[config.mk]
export PLATFORM = sky130hd
export DESIGN_NAME = btn_cond
export DESIGN_NICKNAME = d
export VERILOG_FILES = /design/src/rtl/btn_cond.sv
export SDC_FILE = /design/constraint.sdc
export NUM_CORES = 1
export LEC_CHECK = 0
export CORE_ASPECT_RATIO = 1.5
export CORE_MARGIN = 2
export CORE_UTILIZATION = 55
export CTS_CLUSTER_SIZE = 10
export DETAILED_ROUTE_END_ITERATION = 8
export PLACE_DENSITY = 0.77
export SYNTH_ARGS = -nofsm -noshare
export SYNTH_HDL_FRONTEND = slang
export SYNTH_SLANG_ARGS = --single-unit
[constraint.sdc]
create_clock -name clk -period 3.35 [get_ports clk]
set_input_delay 0.67 -clock clk [delete_from_list [all_inputs] [get_ports clk]]
set_output_delay 0.67 -clock clk [all_outputs]
set_load 0.1 [all_outputs]
[src/rtl/btn_cond.sv]
// btn_cond: front-panel button conditioning on the system clock.
// Each raw button is synchronised, sampled on a slow tick and debounced.
// The block then produces clean levels and one-clk press/release pulses.
// Optional auto-repeat pulses are built only when BTN_AUTOREPEAT_EN is defined.
// Without that macro, btn_repeat is tied to zero.
module btn_cond #(
    parameter int                 N_BTN        = 5,
    parameter int                 TICK_DIV     = 16,
    parameter int                 STABLE_TICKS = 4,
    parameter int                 REPEAT_DELAY = 32,
    parameter int                 REPEAT_RATE  = 8,
    parameter logic [N_BTN-1:0]   REPEAT_MASK  = 5'b00110
) (
    input  logic             clk,
    input  logic             rst,
    input  logic [N_BTN-1:0] btn_in,
    output logic             tick,
    output logic [N_BTN-1:0] btn_level,
    output logic [N_BTN-1:0] btn_press,
    output logic [N_BTN-1:0] btn_release,
    output logic [N_BTN-1:0] btn_repeat
);

    localparam int SW = $clog2(STABLE_TICKS + 1);

    logic [N_BTN-1:0]    sync_a;
    logic [N_BTN-1:0]    sync_b;
    logic [TICK_DIV-1:0] div_cnt;
    logic [SW-1:0]       stab_cnt [N_BTN];
    logic [N_BTN-1:0]    flip;

    // Two-flop synchroniser for the asynchronous button pins.
    always_ff @(posedge clk or posedge rst) begin
        if (rst) begin
            sync_a <= '0;
            sync_b <= '0;
        end else begin
            sync_a <= btn_in;
            sync_b <= sync_a;
        end
    end

    // Free-running divider; the sample tick is its all-ones state.
    always_ff @(posedge clk or posedge rst) begin
        if (rst) div_cnt <= '0;
        else     div_cnt <= div_cnt + 1'b1;
    end

    assign tick = &div_cnt;

    // A bit flips on the tick that would bring its stability count to STABLE_TICKS.
    always_comb begin
        flip = '0;
        for (int i = 0; i < N_BTN; i++) begin
            if (tick && (sync_b[i] != btn_level[i]) &&
                (stab_cnt[i] == SW'(STABLE_TICKS - 1)))
                flip[i] = 1'b1;
        end
    end

    // Debounced level, stability counters and registered edge pulses.
    always_ff @(posedge clk or posedge rst) begin
        if (rst) begin
            btn_level   <= '0;
            btn_press   <= '0;
            btn_release <= '0;
            for (int i = 0; i < N_BTN; i++) stab_cnt[i] <= '0;
        end else begin
            btn_level   <= btn_level ^ flip;
            btn_press   <= flip & ~btn_level;
            btn_release <= flip & btn_level;
            for (int i = 0; i < N_BTN; i++) begin
                if (tick) begin
                    if ((sync_b[i] == btn_level[i]) || flip[i])
                        stab_cnt[i] <= '0;
                    else if (stab_cnt[i] != SW'(STABLE_TICKS))
                        stab_cnt[i] <= stab_cnt[i] + 1'b1;
                end
            end
        end
    end

`ifdef BTN_AUTOREPEAT_EN
    localparam int RMAX = (REPEAT_DELAY > REPEAT_RATE) ? REPEAT_DELAY : REPEAT_RATE;
    localparam int RW   = $clog2(RMAX + 1);

    logic [RW-1:0]    rep_cnt [N_BTN];
    logic [N_BTN-1:0] rep_phase;
    logic [N_BTN-1:0] rep_fire;

    // Repeat fires when the tick reaches the phase target.
    // A release debounced on the same tick suppresses the repeat.
    always_comb begin
        rep_fire = '0;
        for (int i = 0; i < N_BTN; i++) begin
            if (REPEAT_MASK[i] && tick && btn_level[i] && !flip[i]) begin
                if (!rep_phase[i] && (rep_cnt[i] == RW'(REPEAT_DELAY - 1)))
                    rep_fire[i] = 1'b1;
                else if (rep_phase[i] && (rep_cnt[i] == RW'(REPEAT_RATE - 1)))
                    rep_fire[i] = 1'b1;
            end
        end
    end

    // Repeat counters count ticks while held.
    // They clear while released, on the press edge, and on release.
    always_ff @(posedge clk or posedge rst) begin
        if (rst) begin
            btn_repeat <= '0;
            rep_phase  <= '0;
            for (int i = 0; i < N_BTN; i++) rep_cnt[i] <= '0;
        end else begin
            btn_repeat <= rep_fire;
            for (int i = 0; i < N_BTN; i++) begin
                if (!REPEAT_MASK[i] || !btn_level[i] || flip[i]) begin
                    rep_cnt[i]   <= '0;
                    rep_phase[i] <= 1'b0;
                end else if (rep_fire[i]) begin
                    rep_cnt[i]   <= '0;
                    rep_phase[i] <= 1'b1;
                end else if (tick) begin
                    rep_cnt[i]   <= rep_cnt[i] + 1'b1;
                end
            end
        end
    end
`else
    // Repeat configuration is irrelevant when auto-repeat is not built.
    logic unused_repeat_cfg;
    assign unused_repeat_cfg = ^{REPEAT_MASK, REPEAT_DELAY[0], REPEAT_RATE[0]};
    assign btn_repeat = '0;
`endif

endmodule

After elaboration in Yosys (flattened, before gate mapping)

Index checks and enable logic that the tools add are counted.

Bits in registers: 56
Input bits: 7
Logic and storage cells: 82

$add $sub $neg: 6
Eq/ne operators: 20
Multiplexer cells: 15
Bitwise logic cells: 4
Reduce and logical (&&, ||, !) cells: 26

Operator list:

| kind                    | number |
|---|---|
| $reduce_and A17 Y1      | 5 |
| $mux W3                 | 10 |
| $add A16 B1 Y16 const B | 1 |
| $reduce_and A16 Y1      | 1 |
| $add A3 B1 Y3 const B   | 5 |
| $eq A3 B2 Y1 const B    | 5 |
| $ne A3 B3 Y1 const B    | 5 |
| $and A5 B5 Y5           | 2 |
| $logic_and A1 B1 Y1     | 10 |
| $reduce_bool A2 Y1      | 5 |
| $eq A1 B1 Y1            | 5 |
| $logic_or A1 B1 Y1      | 5 |
| $mux W1                 | 5 |
| $ne A1 B1 Y1            | 5 |
| $not A5 Y5              | 1 |
| $xor A5 B5 Y5           | 1 |

Depth between registers and ports, before layout

Gate-level depths: netlist (run 1).

Word-level depth: 7
Mapped depth: 8

Worst setup path after synthesis (run 1)

Ideal clock, no wire load.

Path type: reg2out
From: reg div_cnt[0]
To: out tick
Arrival: 3.727 ns
Setup slack: -1.047 ns
Stages on the path, launching flop included: 5
Buffers on the path: 1
Path through: dfrtp_1 -> ha_1 -> buf_2 -> nand4_1 -> nor4_1

Cells in the longest elaborated chain, start to end: 1

Ends and longest elaborated chain:

| element                | line | text |
|---|---|---|
| from (decl)            | 28   | `logic [TICK_DIV-1:0] div_cnt;` |
| from (signal assigned) | 46   | `else div_cnt <= div_cnt + 1'b1;` |
| $reduce_and A16 Y1     | 49   | `assign tick = &div_cnt;` |
| to (decl)              | 17   | `output logic tick,` |

No other way between the ends.

Final worst setup path (run 1)

Ends and elaborated chain as after synthesis.

==> metrics.txt, run 1 <==
top post-synthesis cells by area=dfrtp_1 (51%), ha_1 (12%), inv_1 (4.2%); Synth Cell Area=0.002766 mm²; RSZ-0062 raised after global routing=false; Area growth, synth to finish=11.99%; wire length on met3=90 µm; maximum root-to-sink buffer count=2; H-Tree Depth=2; first-pass GRT wire length=8.142 mm; Peak Freq=approximately 390 MHz; Setup CP Type=flop to output port; mean post-synth cell area=roughly 11 µm²; DRT iter0 DRCs=130; final setup violation count=0; Seq/Total Area, Yosys=50.66%; port bufs=22; DRC=0; hold_buf cts=0; R2R depth=8; clock insertion delay at the later pin of the skew report=0.31 ns; Inserted Clock Buffers=5; required time of the worst setup path=2.68 ns; reg2reg setup slack=approximately 1.1 ns; Tmin final=approximately 2.6 ns; antenna violations before repair=0; worst hold path depth=0; most frequent cells in the layout=dfrtp_1 (56), inv_1 (30), ha_1 (26); DR top layer=met4; Hold Crit Class=flop to flop; HP Start=sync_a[4]; Ports=28; period utilization=between 70% and 80%; leakage=about 1.5 nW; status=finished, final reports clean; synthesis-stage register bit count=56; Critical Path Sink Type=output port; dominant synthesized flop cell=dfrtp_1; # fillers=384; vias in the first global route=~1800; fin nets=310; First-pass DRT Iterations=4; Data arrival, critical path=approximately 1.9 ns; max-cap violation count=0; routed vias=1883; routed wire length=4.760 mm; final antenna-violating net count=0; core footprint=0.004848 mm²; Power Dens Cells=roughly 360 mW/mm²; TritonCTS clock tree=yes; setup TNS=0 ns; DIE HEIGHT=90.86 µm; met2 WL=2.466 mm; Chip Width=roughly 62 µm; routability-driven placement congestion ratio=~0.83; Syn Inst Count=254; Worst setup SP type=flop; Setup Skew=approximately 0.0078 ns; post-DR vias/cell=5.474; Synth cell types=44; commonest non-fill, non-tap cell in the layout=dfrtp_1; Final Max Slew Viols=0; Starting Density=57.06%; CTS Root Cell=clkbuf_8; r2r endpoint=btn_level[2]; final hold vios=0; Total Power=1.110 mW; Post-synth ARST share=100.0%; Min Hold Slack=0.3526 ns; Setup Buffers After CTS=0; Crit Reg-Reg Startpoint=div_cnt[0]; area leader, netlist=dfrtp_1; aggregate global-route resource usage=19.21%; Tightest Pin Transition=a little under 1 ns; grt ovf=0; largest net degree at the start of global routing=57; VDD IR max=slightly above 0.3 mV; WL/cell=13.84 µm; hold endpoint=sync_b[4]; layout cells sized above 1=10.43%; Worst-path clk slew=0.09 ns; CTS resizes=0; Crit Path Max Fanout=10; Max-slew headroom=between 30% and 40%; total die area=around 0.0056 mm²; Detail Placement HPWL=3.409 mm; Post-Route M1 WL=2.119 mm; Post-synth EDFFs=0; row cnt=31; Clock Sinks=56; yosys warns=0; Antenna Cells=0; area share of the largest cell type after synthesis=50.66%; Critical Path Start=div_cnt[0]
per-layer routing:
layer | GRT usage, % | vias to the layer above
met5 | 0 | -
met1 | 24.86 | 923
li1 | - | 924
met2 | 30.44 | 30
met4 | 7.979 | 0
met3 | 3.868 | 6
cells by family (layout without fill, tap and decap cells):
logic type	count (synthesis)	in the layout	synth area share (%)
XOR/XNOR	19	19	6.015
adder cells (fa/ha/maj)	26	26	11.76
multiplexers	1	1	0.3618
AO/OA/AOI/OAI	32	32	7.735
AND/OR/NAND/NOR	76	76	16.42
buffers and inverters	43	63	6.920
other	1	5	0.1356
flip-flops	56	56	50.66
synth_stat cells (all sizes together) (3+ instances only):
master and count:
a31oi 3, xnor2 10, clkbuf 3, a2bb2oi 3, buf 9, nand3 13, inv 31, and3 6
dfrtp 56, o21ai 13, nand4 16, nor2 9, and3b 3, xor2 9, nand2 13, nor4 6
ha 26
worst max-delay path: stages (launching register included):
cell and delay (ns):
dfrtp_1 0.41, ha_1 0.40, nand4_1 0.24, nor4_2 0.25, buf_4 0.33
where the power goes:
part	internal (mW)	leakage, nW	switching (mW)
Combinational	0.0105	0.718	0.0428
Clock	0.165	0.0510	0.208
Sequential	0.681	0.745	0.00197
sequential cells by signal, summed over array words and instances (netlist names):
| register | flops |
|---|---|
| div_cnt | 16 |
| stab_cnt | 15 |
| btn_level | 5 |
| btn_press | 5 |
| btn_release | 5 |
| sync_a | 5 |
| sync_b | 5 |
worst max path at each step:
stage | end | slack (ns) | cells past startpoint
after floorplan | tick | 0.11 | 4
after global placement | tick | 1.14 | 4
after detailed placement | btn_level[2] | 1.09 | 8
after CTS | tick | 0.77 | 4
after global routing | tick | 0.66 | 4
final | tick | 0.75 | 4
area by class of cell:
type | count | area, µm² | share of cell area (%)
clock buffer | 6 | 82.58 | 2.666
sequential | 56 | 1401 | 45.23
multi-input combinational | 159 | 1195 | 38.57
tap | 66 | 82.58 | 2.666
inverter | 31 | 116.4 | 3.756
clock inverter | 2 | 10.01 | 0.3231
timing repair buffer | 24 | 210.2 | 6.785
per-stage QoR:
stage	cell area (µm²)	worst slack (ns)	util (%)	std cells
after floorplan	2788	0.1096	-	258
after global placement	3005	1.144	61.99	336
after detailed placement	3005	1.091	61.99	336
after CTS	3098	0.7678	63.90	344
after global routing	3098	0.6564	63.90	344
final	3098	0.7538	63.90	344
Power figures use the tool's default switching activity.
==> run 2, diff against run 1 <==
--- a/config.mk
+++ b/config.mk
@@ -7,10 +7,10 @@
 export LEC_CHECK = 0
 export CORE_ASPECT_RATIO = 1.5
 export CORE_MARGIN = 2
-export CORE_UTILIZATION = 55
+export CORE_UTILIZATION = 51
 export CTS_CLUSTER_SIZE = 10
 export DETAILED_ROUTE_END_ITERATION = 8
-export PLACE_DENSITY = 0.77
+export PLACE_DENSITY = 0.76
 export SYNTH_ARGS = -nofsm -noshare
 export SYNTH_HDL_FRONTEND = slang
 export SYNTH_SLANG_ARGS = --single-unit
==> constraint.sdc (replaced) <==
create_clock -name clk -period 2.2 [get_ports clk]
set_input_delay 0.44 -clock clk [delete_from_list [all_inputs] [get_ports clk]]
set_output_delay 0.44 -clock clk [all_outputs]
set_load 0.1 [all_outputs]
==> run 2 against run 1 <==
Net effect:
- sequential cell count did not move
- final area rose by 5.3%
- first-iteration DRC count fell by 25%
- worst setup slack got worse by 0.68 ns
- register-to-register slack got worse by 0.97 ns
- via count rose by 4.7%
- wire length rose by 4.9%
- critical endpoint is now div_cnt[14]
==> metrics.txt, run 2 (synthesis gave the netlist of run 1 again) <==
H-Tree Depth=2 (unchanged); period utilization=a little over nine tenths; Area growth, synth to finish=17.87%; max-cap violation count=0 (unchanged); Net Sw Frac=22.25% (-0.52 points); cell with the largest stage delay on the worst path=dfrtp_1; final hold vios=0 (unchanged); post-DR vias/cell=5.460 (-0.26%); routability-driven placement congestion ratio=0.7735 (-6.9%); hold_buf cts=0 (unchanged); Critical Path Start=div_cnt[1]; WP buf/inv=6 (+5); core footprint=0.005205 mm² (+7.4%); TritonCTS clock tree=yes; Starting Density=53.15% (-3.9 points); final setup violation count=0 (unchanged); status=finished, final reports clean; Crit Path Max Fanout=8 (-2); Worst-path clk slew=0.09 ns (about the same); Largest register FFs=16 (unchanged); Crit Reg-Reg Startpoint=div_cnt[1]; total die area=0.006042 mm² (+7.4%); Critical Path Sink Type=flop; Peak Freq=470.7 MHz; DIE HEIGHT=94.20 µm (+3.7%); antenna violations before repair=0 (unchanged); Setup CP Type=flop to flop; CP delay by family, top=buffers and inverters; maximum root-to-sink buffer count=2 (unchanged); DRC=0 (unchanged); cells along the critical path=ha_2, buf_6, nand4_1, buf_4, buf_4, buf_4, buf_4, buf_4, nor2_2, nand3_2, xnor2_2; first-pass GRT wire length=8.521 mm (+4.7%); Power Dens Cells=515.9 mW/mm² (+44%); Biggest register=div_cnt; Largest regs=div_cnt x16, stab_cnt x15; Setup Skew=0.006943 ns (-0.0008999 ns); commonest non-fill, non-tap cell in the layout=dfrtp_1; share of total power in the clock network=33.1% (-0.5 points); Final Max Slew Viols=0 (unchanged); Pint=1.308 mW (+53%); required time of the worst setup path=2.38 ns (-0.30 ns); row cnt=32 (+3.2%); Chip Width=64.14 µm (+3.6%); DRT iter0 DRCs=97 (-25%); Hold Crit Class=flop to flop; layout cells sized above 1=19.11% (+8.7 points); Top cell by count, worst path=buf_4; Min Hold Slack=0.3536 ns (+0.001054 ns); largest net degree at the start of global routing=57 (unchanged); WL/cell=13.83 µm (about the same); Comb power frac=5.0% (+0.2 points); Inserted Clock Buffers=5 (unchanged); CTS Root Cell=clkbuf_8; Total Power=1.682 mW (+52%); HP Start=sync_a[1]; VDD IR max=0.4010 mV (+30%); slowest stage delay, CP=0.37 ns (-0.04 ns); Seq pwr share=61.9% (+0.3 points); vias in the first global route=1940 (+8.6%); grt ovf=0 (unchanged); Psw=374.2 µW (+48%); # placed instances=344 (+2.4%); First-pass DRT Iterations=4 (unchanged); final antenna-violating net count=0 (unchanged); Data arrival, critical path=2.30 ns (+0.37 ns); routed wire length=4.992 mm (+4.9%); Tightest Pin Transition=0.5034 ns (-0.4637 ns); Max-slew headroom=66.13% (+31 points); Antenna Cells=0 (unchanged); fin nets=325 (+4.8%); routed vias=1971 (+4.7%); Detail Placement HPWL=3.503 mm (+2.8%); most frequent cells in the layout=dfrtp_1 (55), inv_1 (30), buf_4 (30); clock insertion delay at the later pin of the skew report=0.30 ns (about the same); Ports=28 (unchanged); Post-Layout Cell Count=361 (+4.9%); Clock Sinks=56 (unchanged); Worst setup SP type=flop; Tmin final=2.125 ns; port bufs=22 (unchanged); aggregate global-route resource usage=17.85% (-1.4 points); leakage=1.631 nW (+7.7%)
run 2: cell count changes in the layout (fill, tap and decap cells not counted), sizes merged:
cell,delta
buf,+21
clkdlybuf4s50,-6
run 2: final timing paths:
check                                 end  slack (ns)  cells past startpoint
setup / recovery              div_cnt[14]        0.08                     11
hold / removal                  sync_b[1]        0.35                      0
setup reg to reg              div_cnt[14]        0.08                     11
hold reg to reg                 sync_b[1]        0.35                      0
max in group asynchronous      div_cnt[5]        1.46                      3
min in group asynchronous  btn_release[4]        0.50                      3
run 2: worst reg2reg max path, cell delays in order, from the launching register on:
cell and delay (ns):
dfrtp_1 0.37, ha_2 0.22, buf_6 0.14, nand4_1 0.17, buf_4 0.19, buf_4 0.12
buf_4 0.12, buf_4 0.12, buf_4 0.13, nor2_2 0.14, nand3_2 0.12, xnor2_2 0.16
run 2: power by group through the flow:
stage                     logic [mW]  clock network [mW]  registers (mW)
after floorplan               0.0696                   0            1.06
after global placement        0.0856                   0            1.06
after detailed placement      0.0859                   0            1.06
after CTS                     0.0860               0.579            1.04
after global routing          0.0918               0.624            1.04
final                         0.0840               0.558            1.04
run 2: final cells by class:
| cell class | instances | area (µm²) |
|---|---|---|
| Inverter | 31 | 116.4 |
| Clock inverter | 2 | 10.01 |
| Sequential cell | 56 | 1403 |
| Multi-Input combinational cell | 159 | 1227 |
| Fill cell | 448 | 1944 |
| Tap cell | 68 | 85.08 |
| Clock buffer | 6 | 82.58 |
| Timing Repair Buffer | 39 | 336.6 |
run 2: metrics by stage:
| stage | setup TNS (ns) | util, % | area (µm²) | setup slack [ns] |
|---|---|---|---|---|
| finish | 0 | 62.64 | 3261 | 0.07535 |
| global placement | 0 | 59.13 | 3078 | 0.2633 |
| detailed placement | 0 | 59.13 | 3078 | 0.2039 |
| global route | -0.05694 | 62.64 | 3261 | -0.03433 |
| floorplan | -0.06511 | - | 2813 | -0.06511 |
| CTS | 0 | 61.97 | 3226 | 0.02648 |
run 2: what timing repair did:
action | CTS | global route
pin swaps | 1 | 2
gates resized for setup | 1 | 5
hold endpoints to repair | 0 | 0
setup buffers | 7 | 2
endpoints found under the setup margin | 1 | 4
run 2: layer usage:
layer,track usage (%),up-vias,wire length [µm]
li1,-,947,-
met1,21.07,970,2055
met2,31.25,39,2671
met3,2.638,15,118
met4,9.043,0,146
met5,0,-,0
==> run 3, diff against run 2 <==
--- a/config.mk
+++ b/config.mk
@@ -10,6 +10,8 @@
 export CORE_UTILIZATION = 51
 export CTS_CLUSTER_SIZE = 10
 export DETAILED_ROUTE_END_ITERATION = 8
+export GPL_ROUTABILITY_DRIVEN = 0
+export MAX_ROUTING_LAYER = met4
 export PLACE_DENSITY = 0.76
 export SYNTH_ARGS = -nofsm -noshare
 export SYNTH_HDL_FRONTEND = slang
==> run 3 against run 2 <==
Net effect:
- global-route usage up 0.43 points
- register-to-register slack about the same
- first-iteration DRC count down 4.1%
- sequential share of layout area unchanged
- clock skew about the same
- hold slack about the same
- sequential cell count unchanged
- maximum frequency up 0.31%
- total power about the same
- clock-buffer cell count unchanged
- critical path depth unchanged
- utilization unchanged
- critical path type unchanged
- critical endpoint unchanged
- largest power group unchanged
- highest routed layer unchanged
==> metrics.txt, run 3 (synthesis gave the netlist of run 1 again) <==
status=finished, final reports clean; CP delay by family, top=buffers and inverters; Psw=374.3 µW (about the same); Detail Placement HPWL=3.503 mm (unchanged); Comb power frac=5.0% (about the same); aggregate global-route resource usage=18.29% (+0.43 points); WL/cell=13.88 µm (+0.36%); core footprint=0.005205 mm² (unchanged); commonest non-fill, non-tap cell in the layout=dfrtp_1; cell with the largest stage delay on the worst path=dfrtp_1; Tightest Pin Transition=0.4954 ns (-0.007992 ns); Chip Width=64.14 µm (unchanged); Peak Freq=472.1 MHz (+0.31%); layout cells sized above 1=19.11% (unchanged); Worst setup SP type=flop; routed wire length=5.010 mm (+0.36%); vias in the first global route=1941 (+0.052%); DRT iter0 DRCs=93 (-4.1%); share of total power in the clock network=33.1% (about the same); Max-slew headroom=66.67% (+0.54 points); # fillers=448 (unchanged); DIE HEIGHT=94.20 µm (unchanged); port bufs=22 (unchanged); cells along the critical path=ha_2, buf_6, nand4_1, buf_4, buf_4, buf_4, buf_4, buf_4, nor2_2, nand3_2, xnor2_2; clock insertion delay at the later pin of the skew report=0.30 ns (about the same); leakage=1.631 nW (unchanged); Crit Path Max Fanout=8 (unchanged); first-pass GRT wire length=8.500 mm (-0.25%); CTS Root Cell=clkbuf_8; Starting Density=53.15% (unchanged); Tmin final=2.118 ns (-0.006542 ns); antenna violations before repair=0 (unchanged); fin nets=325 (unchanged); row cnt=32 (unchanged); Final Max Slew Viols=0 (unchanged); Net Sw Frac=22.25% (about the same); slowest stage delay, CP=0.37 ns (about the same); grt ovf=0 (unchanged); Inserted Clock Buffers=5 (unchanged); H-Tree Depth=2 (unchanged); WP buf/inv=6 (unchanged); area occupied by registers=0.001403 mm² (unchanged); TritonCTS clock tree=yes; final setup violation count=0 (unchanged); final antenna-violating net count=0 (unchanged); First-pass DRT Iterations=4 (unchanged); Largest regs=div_cnt x16, stab_cnt x15; Critical Path Sink Type=flop; Largest register FFs=16 (unchanged); final core utilization=62.64% (unchanged); maximum root-to-sink buffer count=2 (unchanged); DRC=0 (unchanged); Ports=28 (unchanged); area of the multi-input gates=0.001227 mm² (unchanged); max-cap violation count=0 (unchanged); Biggest register=div_cnt; Setup Skew=0.006826 ns (-0.0001169 ns); total die area=0.006042 mm² (unchanged); final hold vios=0 (unchanged); Data arrival, critical path=2.30 ns (about the same); Hold Crit Class=flop to flop; Antenna Cells=0 (unchanged); required time of the worst setup path=2.38 ns (about the same); Pint=1.308 mW (unchanged); VDD IR max=0.4011 mV (about the same); hold_buf cts=0 (unchanged); routed vias=1958 (-0.66%); Power Dens Cells=516.0 mW/mm² (about the same); Area growth, synth to finish=17.87% (unchanged); largest net degree at the start of global routing=57 (unchanged); post-DR vias/cell=5.424 (-0.66%); most frequent cells in the layout=dfrtp_1 (55), inv_1 (30), buf_4 (30); Seq pwr share=61.9% (about the same); setup TNS=0 ns (unchanged); Worst-path clk slew=0.09 ns (about the same); period utilization=96.28% (-0.30 points); Top cell by count, worst path=buf_4; Clock Sinks=56 (unchanged); Setup CP Type=flop to flop
## run 3: cell counts in the layout (fill, tap and decap cells not counted)
No cell type changed its count.
## run 3: power groups by stage
stage | Clock, mW | Combinational [mW] | Sequential (mW)
floorplan | 0 | 0.0696 | 1.06
global placement | 0 | 0.0856 | 1.06
detailed placement | 0 | 0.0859 | 1.06
CTS | 0.579 | 0.0860 | 1.04
global route | 0.624 | 0.0916 | 1.04
finish | 0.557 | 0.0841 | 1.04
## run 3: final timing paths
path                                  end  slack [ns]       start  depth (start not counted)
hold reg to reg                 sync_b[1]        0.35   sync_a[1]                          0
max in group asynchronous      div_cnt[5]        1.46         rst                          3
hold / removal                  sync_b[1]        0.35   sync_a[1]                          0
setup reg to reg              div_cnt[14]        0.08  div_cnt[1]                         11
min in group asynchronous  btn_release[4]        0.50         rst                          3
setup / recovery              div_cnt[14]        0.08  div_cnt[1]                         11
## run 3: area by class of cell
cell class              count  area share, %
flip-flops and latches     56          43.02
multi-input cells         159          37.64
repair buffers             39          10.32
inverters                  31          3.569
well taps                  68          2.609
clock buffers               6          2.533
clock inverters             2         0.3070
## run 3: what timing repair did
action                     4_1_cts  5_1_grt
resized for setup                1        5
cloned                           0        0
setup endpoints to repair        1        4
setup buffers                    7        2
pin swaps                        1        2
## run 3: metrics by stage
step	cells	power (mW)	area [µm²]	hold WS [ns]	setup slack (ns)
floorplan	258	1.130	2813	0.3312	-0.06511
global placement	344	1.146	3078	0.3338	0.2633
CTS	359	1.706	3226	0.3570	0.02648
finish	361	1.682	3261	0.3536	0.08189
global route	361	1.758	3261	0.3715	-0.03433
detailed placement	344	1.147	3078	0.3356	0.2039
## run 3: routing by layer
metal | vias to the layer above | track usage [%] | part of all wire, %
met5 | - | - | 0
li1 | 948 | - | -
met3 | 10 | 2.638 | 2.2
met2 | 28 | 31.34 | 54
met4 | 0 | 9.043 | 2.5
met1 | 972 | 20.84 | 41
